===== src/rtl/cpu_pkg.sv =====
// rtl/cpu_pkg.sv - shared types and constants for the fetch stage
//
// Contents:
//   word_t            32-bit machine word
//   NOP_INSTR         bubble instruction (addi x0,x0,0)
//   RESET_PC_DEFAULT  default PC of the first fetch after reset
//   fetch_state_t     fetch FSM states (IDLE/REQ/HOLD/DRAIN)
//   pc_plus4()        sequential PC increment, wraps modulo 2^32

package cpu_pkg;

    typedef logic [31:0] word_t;

    localparam word_t NOP_INSTR        = 32'h0000_0013;
    localparam word_t RESET_PC_DEFAULT = 32'h0000_0000;

    typedef enum logic [1:0] {
        ST_IDLE  = 2'd0,
        ST_REQ   = 2'd1,
        ST_HOLD  = 2'd2,
        ST_DRAIN = 2'd3
    } fetch_state_t;

    // Plain 32-bit add: a carry out of bit 31 is dropped, so the PC wraps.
    function automatic word_t pc_plus4(input word_t pc);
        return pc + 32'd4;
    endfunction

endpackage


===== src/rtl/if_id_reg.sv =====
// rtl/if_id_reg.sv - IF/ID pipeline register with load, hold and bubble controls
//
// Ports:
//   clk_i, rst_i       clock, asynchronous active-high reset
//   load_i             capture {pc_i, instr_i} as a valid instruction
//   bubble_i           replace the instruction with NOP_INSTR, clear valid,
//                      keep pc_o; takes priority over load_i
//   pc_i, instr_i      incoming fetch result
//   pc_o, instr_o      registered PC and instruction seen by decode
//   valid_o            register holds a real instruction
// With neither load_i nor bubble_i asserted the register holds its contents.

module if_id_reg
    import cpu_pkg::*;
(
    input  logic  clk_i,
    input  logic  rst_i,
    input  logic  load_i,
    input  logic  bubble_i,
    input  word_t pc_i,
    input  word_t instr_i,
    output word_t pc_o,
    output word_t instr_o,
    output logic  valid_o
);

    always_ff @(posedge clk_i or posedge rst_i) begin
        if (rst_i) begin
            pc_o    <= '0;
            instr_o <= NOP_INSTR;
            valid_o <= 1'b0;
        end else if (bubble_i) begin
            // pc_o is left alone so decode still sees the last real PC.
            instr_o <= NOP_INSTR;
            valid_o <= 1'b0;
        end else if (load_i) begin
            pc_o    <= pc_i;
            instr_o <= instr_i;
            valid_o <= 1'b1;
        end
    end

endmodule


===== src/rtl/instr_fetch.sv =====
// rtl/instr_fetch.sv - RISC-V instruction fetch stage with IF/ID register
//
// Parameters:
//   RESET_PC          PC of the first fetch after reset
// Ports:
//   clk_i, rst_i      clock, asynchronous active-high reset
//   imem_req_o        fetch request valid (registered)
//   imem_addr_o       fetch address, stable from request until ack
//   imem_ack_i        one-cycle completion strobe, may coincide with request
//   imem_data_i       instruction word, valid with imem_ack_i
//   stall_i           hold IF/ID and the PC
//   flush_i           squash IF/ID and redirect to branch_target_i
//   branch_target_i   redirect address, sampled with flush_i
//   pc_o, instr_o     IF/ID PC and instruction
//   valid_o           IF/ID holds a real instruction
// Priority in every state: flush_i over stall_i over normal flow.

module instr_fetch
    import cpu_pkg::*;
#(
    parameter word_t RESET_PC = RESET_PC_DEFAULT
) (
    input  logic  clk_i,
    input  logic  rst_i,
    output logic  imem_req_o,
    output word_t imem_addr_o,
    input  logic  imem_ack_i,
    input  word_t imem_data_i,
    input  logic  stall_i,
    input  logic  flush_i,
    input  word_t branch_target_i,
    output word_t pc_o,
    output word_t instr_o,
    output logic  valid_o
);

    fetch_state_t state_q;
    word_t        pc_q;     // next PC to fetch (absorbs redirects during DRAIN)
    word_t        addr_q;   // address of the outstanding request
    word_t        buf_q;    // skid buffer for a word acked while stalled
    logic         req_q;

    logic  if_load;
    logic  if_bubble;
    word_t if_instr;

    assign imem_req_o  = req_q;
    assign imem_addr_o = addr_q;

    // IF/ID control. A word is delivered either straight from memory (ack in
    // REQ) or out of the skid buffer (HOLD). Any cycle that is neither stalled
    // nor delivering is a fetch gap and inserts a bubble; flush always does.
    always_comb begin
        if_load   = 1'b0;
        if_bubble = 1'b0;
        if_instr  = imem_data_i;
        if (state_q == ST_HOLD) begin
            if_instr = buf_q;
        end
        if (!flush_i && !stall_i) begin
            if_load = ((state_q == ST_REQ) && imem_ack_i) || (state_q == ST_HOLD);
        end
        if_bubble = flush_i || (!stall_i && !if_load);
    end

    // Fetch FSM. req_q is registered together with the state so that it
    // reads 1 exactly in REQ and DRAIN.
    always_ff @(posedge clk_i or posedge rst_i) begin
        if (rst_i) begin
            state_q <= ST_IDLE;
            pc_q    <= RESET_PC;
            addr_q  <= RESET_PC;
            buf_q   <= '0;
            req_q   <= 1'b0;
        end else begin
            case (state_q)
                ST_IDLE: begin
                    if (flush_i) begin
                        pc_q   <= branch_target_i;
                        addr_q <= branch_target_i;
                    end else begin
                        addr_q <= pc_q;
                    end
                    state_q <= ST_REQ;
                    req_q   <= 1'b1;
                end

                ST_REQ: begin
                    if (imem_ack_i) begin
                        if (flush_i) begin
                            // Wrong-path word is simply not captured.
                            pc_q   <= branch_target_i;
                            addr_q <= branch_target_i;
                        end else if (stall_i) begin
                            // Park the word; no new request until it drains.
                            buf_q   <= imem_data_i;
                            state_q <= ST_HOLD;
                            req_q   <= 1'b0;
                        end else begin
                            pc_q   <= pc_plus4(addr_q);
                            addr_q <= pc_plus4(addr_q);
                        end
                    end else if (flush_i) begin
                        // The old request must complete before the address
                        // may change; remember the target in pc_q meanwhile.
                        pc_q    <= branch_target_i;
                        state_q <= ST_DRAIN;
                    end
                end

                ST_HOLD: begin
                    if (flush_i) begin
                        pc_q    <= branch_target_i;
                        addr_q  <= branch_target_i;
                        state_q <= ST_REQ;
                        req_q   <= 1'b1;
                    end else if (!stall_i) begin
                        pc_q    <= pc_plus4(addr_q);
                        addr_q  <= pc_plus4(addr_q);
                        state_q <= ST_REQ;
                        req_q   <= 1'b1;
                    end
                end

                ST_DRAIN: begin
                    if (flush_i) begin
                        pc_q <= branch_target_i;
                    end
                    if (imem_ack_i) begin
                        // A flush landing on the drain ack is the newest
                        // target and must win over the stored one.
                        addr_q  <= flush_i ? branch_target_i : pc_q;
                        state_q <= ST_REQ;
                    end
                end

                default: begin
                    state_q <= ST_IDLE;
                    req_q   <= 1'b0;
                end
            endcase
        end
    end

    if_id_reg u_if_id_reg (
        .clk_i    (clk_i),
        .rst_i    (rst_i),
        .load_i   (if_load),
        .bubble_i (if_bubble),
        .pc_i     (addr_q),
        .instr_i  (if_instr),
        .pc_o     (pc_o),
        .instr_o  (instr_o),
        .valid_o  (valid_o)
    );

endmodule


===== config.mk =====
export PLATFORM = sky130hd
export DESIGN_NAME = instr_fetch
export DESIGN_NICKNAME = d
export VERILOG_FILES = /design/src/rtl/cpu_pkg.sv /design/src/rtl/if_id_reg.sv /design/src/rtl/instr_fetch.sv
export SDC_FILE = /design/constraint.sdc
export NUM_CORES = 1
export LEC_CHECK = 0
export CAP_MARGIN = 20
export CORE_ASPECT_RATIO = 1.75
export CORE_UTILIZATION = 65
export DETAILED_ROUTE_END_ITERATION = 12
export DONT_BUFFER_PORTS = 1
export HOLD_SLACK_MARGIN = 0.1
export PLACE_DENSITY = 0.81
export SLEW_MARGIN = 20
export SYNTH_ARGS = -nofsm -noshare
export SYNTH_HDL_FRONTEND = slang
export SYNTH_SLANG_ARGS = --single-unit
export TNS_END_PERCENT = 1

===== constraint.sdc =====
create_clock -name clk_i -period 13.3 [get_ports clk_i]
set_input_delay 3.99 -clock clk_i [delete_from_list [all_inputs] [get_ports clk_i]]
set_output_delay 3.99 -clock clk_i [all_outputs]
set_load 0.01 [all_outputs]

; Yosys cells after proc, flatten, opt, wreduce, memory -nomap -nowiden
; Index checks and enable logic that the tools add are counted.
[totals]
inputBits = 69
ff_bits = 164
elab_cells = 69
output_inout_bits = 98
[classes]
addsub = 1
muxes = 30
n_reduce_logical = 17
n_eq_ne = 11
bitwise = 2
[op_table]
columns = op, n
row1 = 32-bit 2-to-1 mux, 11
row2 = 32-bit case mux with 4 select lines, 1
row3 = 32-bit case mux with 3 select lines, 1
row4 = 32-bit by 3-bit adder with 32-bit output (second input constant), 1
row5 = 2-bit 2-to-1 mux, 7
row6 = 3-bit inequality test (second input constant), 4
row7 = 5-bit AND reduction, 2
row8 = 1-bit 2-to-1 mux, 8
row9 = 2-bit inequality test (second input constant), 4
row10 = 2-bit case mux with 4 select lines, 1
row11 = 2-bit equality test (second input constant), 2
row12 = 2-bit AND reduction, 2
row13 = 4-bit AND reduction, 1
row14 = 1-bit logical AND, 3
row15 = 1-bit logical NOT, 3
row16 = 1-bit case mux with 3 select lines, 1
row17 = 3-bit nonzero test, 1
row18 = 2-bit by 1-bit equality test with 1-bit output (second input constant), 1
row19 = 2-bit logical NOT, 1
row20 = 1-bit logical OR, 2
row21 = 1-bit inverter, 2
row22 = 2-bit nonzero test, 1
row23 = 2-bit OR reduction, 1

; Longest topological paths before layout
; Gate-level depths: netlist of the first run.
[logic_depth]
word_depth = 9
mapped_depth = 9
ltp_nobuf = 7

; Cells and area by module
; Synthesis of the first run repeated with hierarchy kept, for this count alone.
[hier_totals]
hier_cells = 751
hier_area_um2 = 8450.6
[by_module_without_submodules]
columns = module, area_each_um2, seq_area_each_um2, cells_each, n_inst
row1 = instr_fetch, 5790.6, 2477.4, 574, 1
row2 = if_id_reg, 2660.1, 1630.3, 177, 1

; Worst setup path before layout of the first run
; OpenSTA, ideal clock, no wires.
[synth_path]
path_kind = input to register
start = input imem_ack_i
end = register u_if_id_reg.pc_o[10]
setup_ps = 125
setup_slack_ps = 7532
required_time_ps = 13175
arrival_ps = 5643
n_path_buf = 3
cell_stages = 7
cell_sequence = clkbuf_1 > nand2_1 > inv_1 > o21ai_0 > clkbuf_1 > buf_1 > mux2_2
[synth_between]
elab_chain_len = 8
[synth_lines]
columns = element, line_no
row1 = "start, declared", instr_fetch.sv:27  ; input logic imem_ack_i,
row2 = 1-bit logical AND (*), instr_fetch.sv:61  ; if_load = ((state_q == ST_REQ) && imem_ack_i) || (state_q == ST_HOLD);
row3 = 1-bit logical OR (*), instr_fetch.sv:61
row4 = 1-bit 2-to-1 mux (*), instr_fetch.sv:60  ; if (!flush_i && !stall_i) begin
row5 = 1-bit logical NOT, instr_fetch.sv:63  ; if_bubble = flush_i || (!stall_i && !if_load);
row6 = 1-bit logical AND, instr_fetch.sv:63
row7 = 1-bit logical OR, instr_fetch.sv:63
row8 = 1-bit inverter (no source line), n/a
row9 = 2-bit AND reduction (no source line) (*), n/a
row10 = "end signal, assigned", if_id_reg.sv:37  ; pc_o <= pc_i;
row11 = "end, declared", if_id_reg.sv:22  ; output word_t pc_o,
; Mark *: on every way between the ends. The rest lies on a longest branch, timed or not.
; A chain may end at the register's enable or synchronous reset.

; Worst setup path in the final report of the first run
[layout_path]
start = input flush_i
end = register addr_q[21], in the netlist imem_addr_o[21]
[layout_between]
elab_chain_len = 3
word_cells_on_any_way = 5
cone_classes = mux: 5
[layout_lines]
columns = element, line_no
row1 = "start, declared", instr_fetch.sv:30  ; input logic flush_i,
row2 = 32-bit 2-to-1 mux (on tied branches), n/a
row3 = 32-bit 2-to-1 mux (on tied branches), "instr_fetch.sv:129, instr_fetch.sv:89"
row4 = 32-bit case mux with 4 select lines (*), instr_fetch.sv:76  ; case (state_q)
row5 = "end signal, assigned", instr_fetch.sv:80  ; addr_q <= branch_target_i;
row6 = "end signal, assigned", instr_fetch.sv:82  ; addr_q <= pc_q;
row7 = "end signal, assigned", instr_fetch.sv:132  ; addr_q <= flush_i ? branch_target_i : pc_q;
row8 = "end, declared", instr_fetch.sv:39  ; word_t addr_q;
; Mark *: on every way between the ends. The rest lies on a longest branch, timed or not. The select of a mux whose other input is x is not followed.

==> results.md, run 1 <==
* CP arrival at approximately 5600 ps
* Comb power frac at 32.1%
* Crit path max-delay family: simple AND/OR/NAND/NOR gates
* Outcome: completed
* P&R area growth vs syn at 8.49%
* First-pass GRT wire length at approximately 31000 um
* Non-Filler Instances at 911
* Placed Cells at 878
* Slowest-stage cell, CP: nor2_2
* Setup TNS at 0 ps
* Tot GR Track Use at between 30% and 40%
* DRC at 0
* Top Layer Used: met4
* Crit path from: flush_i
* DP HPWL at 13000 um
* DR iter-0 viols at 365
* Most common library cells after synthesis: dfrtp_1 (161), nand2_1 (89), mux2_2 (75)
* Initial antenna violation count at 1
* PD cells at 246 mW/mm^2
* Resize count post-CTS at 0
* 1st-pass router iterations at 5
* Crit. path cell count at 5
* Wl on met1 at 6850 um
* Grt ovf at 0
* Sw Ratio at about 40%
* I/O pins at 167
* Max VDD drop at 0.000139 V
* Unrepaired setup endpoints after global routing: no
* Cell Rows at 53
* Netlist cell types at 53
* Worst-Margin Slew at 992 ps
* Slew Viols, Final at 0
* Post-synth EDFFs at 0
* Cell accounting for the most synthesized area: dfrtp_1
* Die Y at 149 um
* Critical Path Start Type: input port
* CTS hold repair buffers at 0
* Final setup fails at 0
* Reg power frac at between 40 and 50%
* Top-count cell post-synth: dfrtp_1
* Syn Inst Count at 763
* Tmin final at between 5000 and 6000 ps
* Clock skew at approximately 8.0 ps
* Slew Limit Headroom at 33.8%
* Main synth FF type: dfrtp_1
* Die width at 86.2 um
* Seq/Total Area, Yosys at 51.0%
* Largest net degree at the start of global routing at 87
* Initial Utilization at 66.8%
* CTS tree: done
* Clk slew on worst S/H paths at 70 ps
* Clock power share at 22.8%
* Hold Startpoint: buf_q[27]
* Worst min path class: flop to flop
* Final period util at ~40%
* CP bufs+invs at 1
* DR WL met3 at roughly 1500 um
* Fmax at 188 MHz
* CTS Buffer Depth at 2
* Yosys top cell area share at 50.0%
* Yosys warns at 0
* Setup CP Type: input port to flop
* Layout cell share with drive strength beyond 1 at between 10% and 20%
* Met2 WL at about 10000 um
* Die area at 0.0129 mm^2
* CP endpoint kind: flop
* Via count at 6013
* Post-CTS Setup Bufs at 0
* Clk sinks at 164
* Nets@finish at around 800
* Max FO, Critical Path at 49
* Ys async rst share at 100%
* Total internal power at 1310 uW
* Crit path cell chain: nor2_2 -> buf_4 -> nand2_1 -> o21ai_0 -> a2bb2oi_1
* Syn Nets at 838
* Total CTS buffers at 17
* Hold path cells at 1
* Post-Syn Area at approximately 0.008 mm^2
* Final wirelength at ~19000 um
* Gpl congestion at a little over 0.9
* Vias in the first global route at 6276
* Leak Pwr at 0.00367 uW
* Largest cells by area after synthesis: dfrtp_1 (50%), mux2_2 (10%), mux2i_1 (6.5%), o21ai_0 (4.2%), nand2_1 (4.1%)
* Core ar. at 0.0121 mm^2
* Worst r2r src: imem_addr_o[9]
* Worst-Skew Late Latency at 420 ps
* I/O Buffers at 0
* H-tree depth at 4
* Clock Tree Root: clkbuf_16
* Max_cap viols at 0
* WL per Instance at 21.2 um
* R2R cell count at 5
* Max incr delay on CP at 760 ps
* Hold Fails Final Rpt at 0
* Switch Pwr at 844 uW
* Synth Register Bits at around 160
* Avg Synthesized Cell Area at between 10 and 15 um^2
* Required time worst endpoint at 13570 ps
* Remaining antenna violation count at 0
* Vias/cell at 6.60
==> cells by family (layout without fill, tap and decap cells) <==
kind of cell / count (synthesis) / count (layout) / synth area share, %
buffers and inverters: 72 / 54 / 3.42
other: 0 / 1 / 0
adders and majority gates: 6 / 6 / 0.932
DFF: 164 / 164 / 51.0
and+or+nand+nor: 183 / 183 / 10.7
AOI/OAI and AO/OA: 184 / 184 / 14.1
muxes: 127 / 127 / 16.9
xor gates and xnor gates: 27 / 27 / 2.93
==> worst paths after layout <==
kind,end,slack (ps)
worst max-delay path,imem_addr_o[21],7980
worst max register to register,imem_addr_o[26],10420
min in group asynchronous,buf_q[28],3570
worst min-delay path,buf_q[27],510
max in group asynchronous,u_if_id_reg.pc_o[25],8530
worst min register to register,buf_q[27],510
==> area by class of cell <==
type | instances | area (um^2)
diodes | 1 | 2.50
repair buffers | 9 | 71.3
well taps | 165 | 206
inverters | 13 | 53.8
clock buffers | 18 | 429
multi-input cells | 527 | 3710
clock inverters | 14 | 166
flip-flops and latches | 164 | 4110
fillers | 851 | 3330
==> worst register-to-register path: cells and delay by family, from the launching register on <==
kind | cells | cell delay, ps
AO/OA/AOI/OAI | 2 | 430
buffers and inverters | 1 | 400
flip-flops | 1 | 540
AND/OR/NAND/NOR | 2 | 1410
==> metal layers <==
layer	vias to the layer above	track usage, %
li1	2677	-
met1	2997	34.6
met2	274	53.4
met3	65	8.41
met4	0	18.3
met5	-	0
==> state kept, by name (all words and copies together), names as in the netlist <==
name                 count
u_if_id_reg.valid_o      1
state_q                  2
u_if_id_reg.instr_o     32
imem_req_o               1
u_if_id_reg.pc_o        32
buf_q                   32
pc_q                    32
imem_addr_o             32
==> through the flow <==
| step | instance area, um^2 | power (uW) | hold WS, ps | setup slack (ps) | utilization [%] |
|---|---|---|---|---|---|
| 3_5_place_dp | 8130 | 1660 | 494 | 7560 | 67.4 |
| 6_report | 8740 | 2150 | 506 | 7980 | 72.4 |
| 4_1_cts | 8730 | 2150 | 509 | 8010 | 72.3 |
| 2_1_floorplan | 8060 | 1470 | 474 | 4880 | - |
| 3_3_place_gp | 8130 | 1600 | 483 | 7600 | 67.4 |
| 5_1_grt | 8740 | 2280 | 515 | 7880 | 72.4 |
==> placed cells by master (no fill, tap or decap), types with 3 or more instances in the layout <==
master	count
o22a_1	7
nor2_1	31
a221oi_1	3
clkinvlp_4	3
inv_6	4
xnor2_1	9
clkbuf_16	17
nand2b_1	3
nand2_1	89
ha_1	5
a2bb2oi_1	17
inv_1	11
nand3_1	11
dfstp_2	3
o32ai_1	6
a21o_1	3
mux2_2	75
nor4_1	5
o21ai_0	66
xor2_1	18
a21oi_1	37
dfrtp_1	161
a22oi_1	3
o22ai_1	26
nor3_1	6
nor2b_1	3
or4_4	3
and4_1	4
nand4_1	12
clkinv_4	4
mux2i_1	52
buf_4	8
==> power by group through the flow <==
stage	sequential [uW]	clock [uW]	combinational (uW)
final	972	491	690
after global routing	998	521	758
after CTS	969	498	684
after detailed placement	979	0	677
after global placement	964	0	639
after floorplan	880	0	591
(Power assumes the default switching activity.)
==> run 2, diff against run 1 <==
--- a/config.mk
+++ b/config.mk
@@ -7,11 +7,11 @@
 export LEC_CHECK = 0
 export CAP_MARGIN = 20
 export CORE_ASPECT_RATIO = 1.75
-export CORE_UTILIZATION = 65
+export CORE_UTILIZATION = 58
 export DETAILED_ROUTE_END_ITERATION = 12
 export DONT_BUFFER_PORTS = 1
 export HOLD_SLACK_MARGIN = 0.1
-export PLACE_DENSITY = 0.81
+export PLACE_DENSITY = 0.76
 export SLEW_MARGIN = 20
 export SYNTH_ARGS = -nofsm -noshare
 export SYNTH_HDL_FRONTEND = slang
==> constraint.sdc (replaced) <==
create_clock -name clk_i -period 4.5 [get_ports clk_i]
set_input_delay 1.35 -clock clk_i [delete_from_list [all_inputs] [get_ports clk_i]]
set_output_delay 1.35 -clock clk_i [all_outputs]
set_load 0.01 [all_outputs]
==> run 2 against run 1 <==
  * Worst hold slack worse by 3.6 ps
  * Sequential share of layout area down 0.16 points
  * Clock skew up 3.4 ps
  * Routed wire length rose by 1.3%
  * Non-clock buffer count up 3
  * Die area increased by 12%
  * Clock power rose to 3.0 times the previous value
  * Global-route usage shrank 3.2 points
  * Flip-flop and latch count unchanged
  * Total power grew to 3.0 times the previous value
  * Critical path type is now flop to flop
  * Critical endpoint is now imem_addr_o[20]
==> results.md, run 2 (same netlist as run 1, synthesis figures left out) <==
* Core ar. at 0.0135 mm^2 (was 0.0121 mm^2)
* Die area at 0.0144 mm^2 (was 0.0129 mm^2)
* Slew Limit Headroom at 28.4% (was 33.8%)
* Max FO, Critical Path at 9 (was 49)
* DP Worst Slack at 1500 ps (was 7560 ps)
* Grt ovf at 0 (unchanged)
* CTS Buffer Depth at 2 (unchanged)
* DRC at 0 (unchanged)
* Resize count post-CTS at 0 (unchanged)
* Gpl congestion at 0.899 (was 0.911)
* PD cells at 726 mW/mm^2 (was 246 mW/mm^2)
* Clock Tree Root: clkbuf_16 (unchanged)
* DP HPWL at 13600 um (was 13000 um)
* Die width at 91.1 um (was 86.2 um)
* Max VDD drop at 0.000386 V (was 0.000139 V)
* CP arrival at 3170 ps (was 5590 ps)
* I/O Buffers at 0 (unchanged)
* Worst-Skew Late Latency at 420 ps (about the same)
* H-tree depth at 4 (unchanged)
* CTS hold repair buffers at 0 (unchanged)
* Max incr delay on CP at 840 ps (was 760 ps)
* Outcome: completed (unchanged)
* Sequential Area at 0.00411 mm^2 (unchanged)
* Fmax at between 300 and 400 MHz
* Die Y at 158 um (was 149 um)
* Max_cap viols at 0 (unchanged)
* Nets@finish at 810 (was 807)
* Crit path cell chain: ha_1 -> nand2_1 -> nor4_1 -> nand4_1 -> a21oi_1 -> a2bb2oi_1 (was nor2_2 -> buf_4 -> nand2_1 -> o21ai_0 -> a2bb2oi_1)
* CP bufs+invs at 0 (was 1)
* Critical Path Start Type: flop (was input port)
* 1st-pass router iterations at 5 (unchanged)
* Total CTS buffers at 17 (unchanged)
* Clock skew at 11.4 ps (was 7.95 ps)
* Commonest non-fill, non-tap cell in the layout: dfrtp_1 (unchanged)
* Hold Fails Final Rpt at 0 (unchanged)
* I/O pins at 167 (unchanged)
* Post-CTS Setup Bufs at 0 (unchanged)
* Clk sinks at 164 (unchanged)
* CTS tree: done (unchanged)
* Layout cell share with drive strength beyond 1 at 18.0% (was 17.9%)
* First-pass GRT wire length at 31300 um (was 31200 um)
* Largest net degree at the start of global routing at 97 (was 87)
* Final WS setup at 1680 ps (was 7980 ps)
* Final setup fails at 0 (unchanged)
* WL per Instance at 21.2 um (about the same)
* Setup CP Type: flop to flop (was input port to flop)
* Setup TNS at 0 ps (unchanged)
* Cell Rows at 56 (was 53)
* Commonest non-fill, non-tap cells in the layout: dfrtp_1 (161), nand2_1 (89), mux2_2 (75) (unchanged)
* Final period util at between 60 and 70%
* Clk slew on worst S/H paths at 70 ps (about the same)
* Initial antenna violation count at 1 (unchanged)
* Leak Pwr at 0.00368 uW (was 0.00367 uW)
* Crit path max-delay family: simple AND/OR/NAND/NOR gates (unchanged)
* Area of the multi-input gates at 0.00370 mm^2 (was 0.00371 mm^2)
* Slew Viols, Final at 0 (unchanged)
* Initial Utilization at 59.9% (was 66.8%)
* Non-Filler Instances at 923 (was 911)
* Worst-Margin Slew at 1060 ps (was 992 ps)
* # fillers at 1064 (was 851)
* Worst min path class: flop to flop (unchanged)
* Unrepaired setup endpoints after global routing: no (unchanged)
* Slowest-stage cell, CP: nor4_1 (was nor2_2)
* Remaining antenna violation count at 0 (unchanged)
* Vias/cell at 6.49 (was 6.60)
* Placed Cells at 890 (was 878)
* Tmin final at roughly 2800 ps
* CP endpoint kind: flop (unchanged)
* Vias in the first global route at 6052 (was 6276)
* Final wirelength at 19500 um (was 19300 um)
* DR iter-0 viols at 343 (was 365)
* Via count at 5990 (was 6013)
* Required time worst endpoint at 4840 ps (was 13570 ps)
* P&R area growth vs syn at 8.87% (was 8.49%)
* Tot GR Track Use at 28.1% (was 31.3%)
==> run 2: changes by cell type in the layout (fill, tap and decap cells not counted) <==
cell        change
buf_4           +3
inv_8           -2
clkinvlp_4      +2
nor4_1          +1
o21a_2          -1
clkbuf_1        -1
buf_12          +1
buf_6           -1
nor4_2          -1
clkbuf_8        +1
o21a_1          +1
clkinv_2        +2
clkinv_4        -2
==> run 2: power breakdown <==
part           internal, uW  leakage (uW)  switching [uW]
sequential             2090       0.00202             791
combinational           954       0.00138            1090
clock                   838      0.000280             607
==> run 2: final cells by class <==
type | count | area share [%]
flip-flops and latches | 164 | 46.8
multi-input cells | 527 | 42.2
clock buffers | 18 | 5.01
well taps | 174 | 2.48
clock inverters | 14 | 1.74
repair buffers | 12 | 1.17
inverters | 13 | 0.599
diodes | 1 | 0.0285
==> run 2: routing by layer <==
| metal | share of wire, % | track usage [%] |
|---|---|---|
| met1 | 35 | 30.5 |
| met2 | 55 | 50.4 |
| met3 | 6.8 | 7.73 |
| met4 | 3.5 | 13.5 |
| met5 | 0 | 0 |
==> run 2: final timing paths <==
check,from,end,slack (ps),depth (start not counted)
max in group asynchronous,rst_i,state_q[1],2790,2
min in group asynchronous,rst_i,buf_q[23],920,2
setup / recovery,imem_addr_o[2],imem_addr_o[20],1680,6
hold / removal,buf_q[1],buf_q[1],500,1
setup reg to reg,imem_addr_o[2],imem_addr_o[20],1680,6
hold reg to reg,buf_q[1],buf_q[1],500,1
==> run 2: through the flow <==
step           cell area [um^2]  utilization, %  power, uW  hold slack, ps
3_5_place_dp               8180            60.8       4930             494
3_3_place_gp               8180            60.8       4780             482
5_1_grt                    8770            65.2       6750             519
6_report                   8770            65.2       6370             502
4_1_cts                    8770            65.2       6380             508
2_1_floorplan              8060               -       4350             474
==> run 3, diff against run 2 <==
==> constraint.sdc (replaced) <==
create_clock -name clk_i -period 2.3 [get_ports clk_i]
set_input_delay 0.69 -clock clk_i [delete_from_list [all_inputs] [get_ports clk_i]]
set_output_delay 0.69 -clock clk_i [all_outputs]
set_load 0.01 [all_outputs]
==> run 3 against run 2 <==
  * Sequential power grew 75%
  * Worst hold slack got worse by 340 ps
  * Final cell count is 5.3% higher
  * Die area did not move
  * Sequential share of layout area down 2.3 points
  * Largest cell class unchanged
  * Highest routed layer unchanged
==> results.md, run 3 (same netlist as run 1, synthesis figures left out) <==
* Core ar. at 0.0135 mm^2 (unchanged)
* Worst min path class: input port to asynchronous set/reset pin (was flop to flop)
* Unrepaired setup endpoints after global routing: no (unchanged)
* Clk sinks at 164 (unchanged)
* Vias/cell at 6.31 (was 6.49)
* Tot GR Track Use at 30.1% (was 28.1%)
* Resize count post-CTS at 0 (unchanged)
* Slew Viols, Final at 0 (unchanged)
* Final period util at 93.5% (was 62.7%)
* Cell Rows at 56 (unchanged)
* Worst-Margin Slew at 706 ps (was 1060 ps)
* PD cells at 1440 mW/mm^2 (was 726 mW/mm^2)
* Setup CP Type: flop to flop (unchanged)
* Reg power frac at 38.0% (was 45.2%)
* Clk slew on worst S/H paths at 70 ps (about the same)
* Grt ovf at 0 (unchanged)
* CTS hold repair buffers at 0 (unchanged)
* P&R area growth vs syn at 14.5% (was 8.87%)
* DR iter-0 viols at 333 (was 343)
* Remaining antenna violation count at 0 (unchanged)
* Slew Limit Headroom at 52.9% (was 28.4%)
* CP arrival at 2460 ps (was 3170 ps)
* H-tree depth at 4 (unchanged)
* Comb power frac at 40.0% (was 32.1%)
* Post-CTS Setup Bufs at 0 (unchanged)
* Total CTS buffers at 17 (unchanged)
* Critical Path Start Type: flop (unchanged)
* Leak Pwr at 0.00398 uW (was 0.00368 uW)
* Max FO, Critical Path at 7 (was 9)
* Max incr delay on CP at 560 ps (was 840 ps)
* Gpl congestion at 0.956 (was 0.899)
* CP bufs+invs at 1 (was 0)
* Sw Ratio at 38.6% (was 39.1%)
* Vias in the first global route at 6593 (was 6052)
* Nets@finish at 860 (was 810)
* CTS tree: done (unchanged)
* Required time worst endpoint at 2610 ps (was 4840 ps)
* Total internal power at 8150 uW (was 3880 uW)
* 1st-pass router iterations at 5 (unchanged)
* Max VDD drop at 0.000819 V (was 0.000386 V)
* Layout cell share with drive strength beyond 1 at 23.2% (was 18.0%)
* Worst-Skew Late Latency at 420 ps (about the same)
* DRC at 0 (unchanged)
* Die area at 0.0144 mm^2 (unchanged)
* Hold Fails Final Rpt at 0 (unchanged)
* Largest net degree at the start of global routing at 60 (was 97)
* Via count at 6131 (was 5990)
* DP HPWL at 14600 um (was 13600 um)
* Placed Cells at 940 (was 890)
* CTS Buffer Depth at 2 (unchanged)
* Core Util, Final at 68.6% (was 65.2%)
* Final setup fails at 0 (unchanged)
* Clock power share at 21.9% (was 22.7%)
* Clock skew at 8.97 ps (was 11.4 ps)
* Clock Tree Root: clkbuf_16 (unchanged)
* Antenna cells at 0 (was 1)
* Slowest-stage cell, CP: nor4_1 (unchanged)
* Tmin final at 2150 ps (was 2820 ps)
* Commonest non-fill, non-tap cells in the layout: dfrtp_1 (161), nand2_1 (89), mux2_2 (75) (unchanged)
* Crit path cell chain: nand4_4 -> buf_4 -> nor4_1 -> nand3_1 -> xor2_1 -> o32ai_1 (was ha_1 -> nand2_1 -> nor4_1 -> nand4_1 -> a21oi_1 -> a2bb2oi_1)
* Initial Utilization at 59.9% (unchanged)
* Max_cap viols at 0 (unchanged)
* Flop2flop setup slack at 150 ps (was 1680 ps)
* Initial antenna violation count at 0 (was 1)
* Non-Filler Instances at 972 (was 923)
* Fmax at 465 MHz (was 354 MHz)
* Commonest non-fill, non-tap cell in the layout: dfrtp_1 (unchanged)
* CP endpoint kind: flop (unchanged)
* Crit path max-delay family: simple AND/OR/NAND/NOR gates (unchanged)
* Outcome: completed (unchanged)
* I/O pins at 167 (unchanged)
* I/O Buffers at 0 (unchanged)
* WL per Instance at 21.5 um (was 21.2 um)
* Switch Pwr at 5130 uW (was 2490 uW)
* First-pass GRT wire length at 33600 um (was 31300 um)
* Die width at 91.1 um (unchanged)
* Setup TNS at 0 ps (unchanged)
* Final wirelength at 20900 um (was 19500 um)
* Die Y at 158 um (unchanged)
==> run 3: changes by cell type in the layout (fill, tap and decap cells not counted) <==
cell / delta
buf_12: +6
buf_4: +44
clkinv_4: -1
clkinvlp_4: -4
diode_2: -1
inv_6: +3
inv_8: +2
==> run 3: power groups by stage <==
stage / clock, uW / combinational, uW / sequential, uW
finish: 2910 / 5320 / 5050
detailed placement: 0 / 5250 / 5090
global placement: 0 / 5020 / 5000
CTS: 2970 / 5280 / 5040
global route: 3070 / 5740 / 5180
floorplan: 0 / 3420 / 5090
==> run 3: layout make-up <==
class,instances,area [um^2]
timing repair buffer,62,553
multi-input combinational,527,3700
clock inverter,14,163
fill,1006,4220
tap,174,218
sequential,164,4110
inverter,13,52.6
clock buffer,18,439
==> run 3: worst paths after layout <==
| kind | startpoint | endpoint | cells past startpoint |
|---|---|---|---|
| worst max-delay path | imem_addr_o[8] | pc_q[31] | 6 |
| worst min-delay path | rst_i | u_if_id_reg.pc_o[1] | 1 |
| worst max register to register | imem_addr_o[8] | pc_q[31] | 6 |
| worst min register to register | buf_q[25] | buf_q[25] | 1 |
| max in group asynchronous | rst_i | u_if_id_reg.instr_o[0] | 2 |
| min in group clk_i | imem_data_i[13] | buf_q[13] | 1 |
==> run 3: through the flow <==
step / setup WS [ps] / instance area, um^2 / hold slack, ps / total power, uW
final: 150 / 9230 / 158 / 13300
after global routing: 68.6 / 9230 / 170 / 14000
after CTS: 198 / 9230 / 156 / 13300
after detailed placement: 214 / 8630 / 495 / 10300
after global placement: 258 / 8630 / 482 / 10000
after floorplan: -472 / 8060 / 474 / 8510
==> run 3: layer usage <==
layer  global-route usage, %  up-vias  share of wire [%]
li1                        -     2783                  -
met4                    17.8        0                4.5
met5                       0        -                  0
met1                    31.8     2998                 36
met2                    54.1      278                 53
met3                    7.54       72                7.1
==> run 3: worst register-to-register path, stage by stage, from the launching register on <==
cell and delay (ps):
dfrtp_1 420, nand4_4 120, buf_4 180, nor4_1 560, nand3_1 270, xor2_1 220, o32ai_1 280
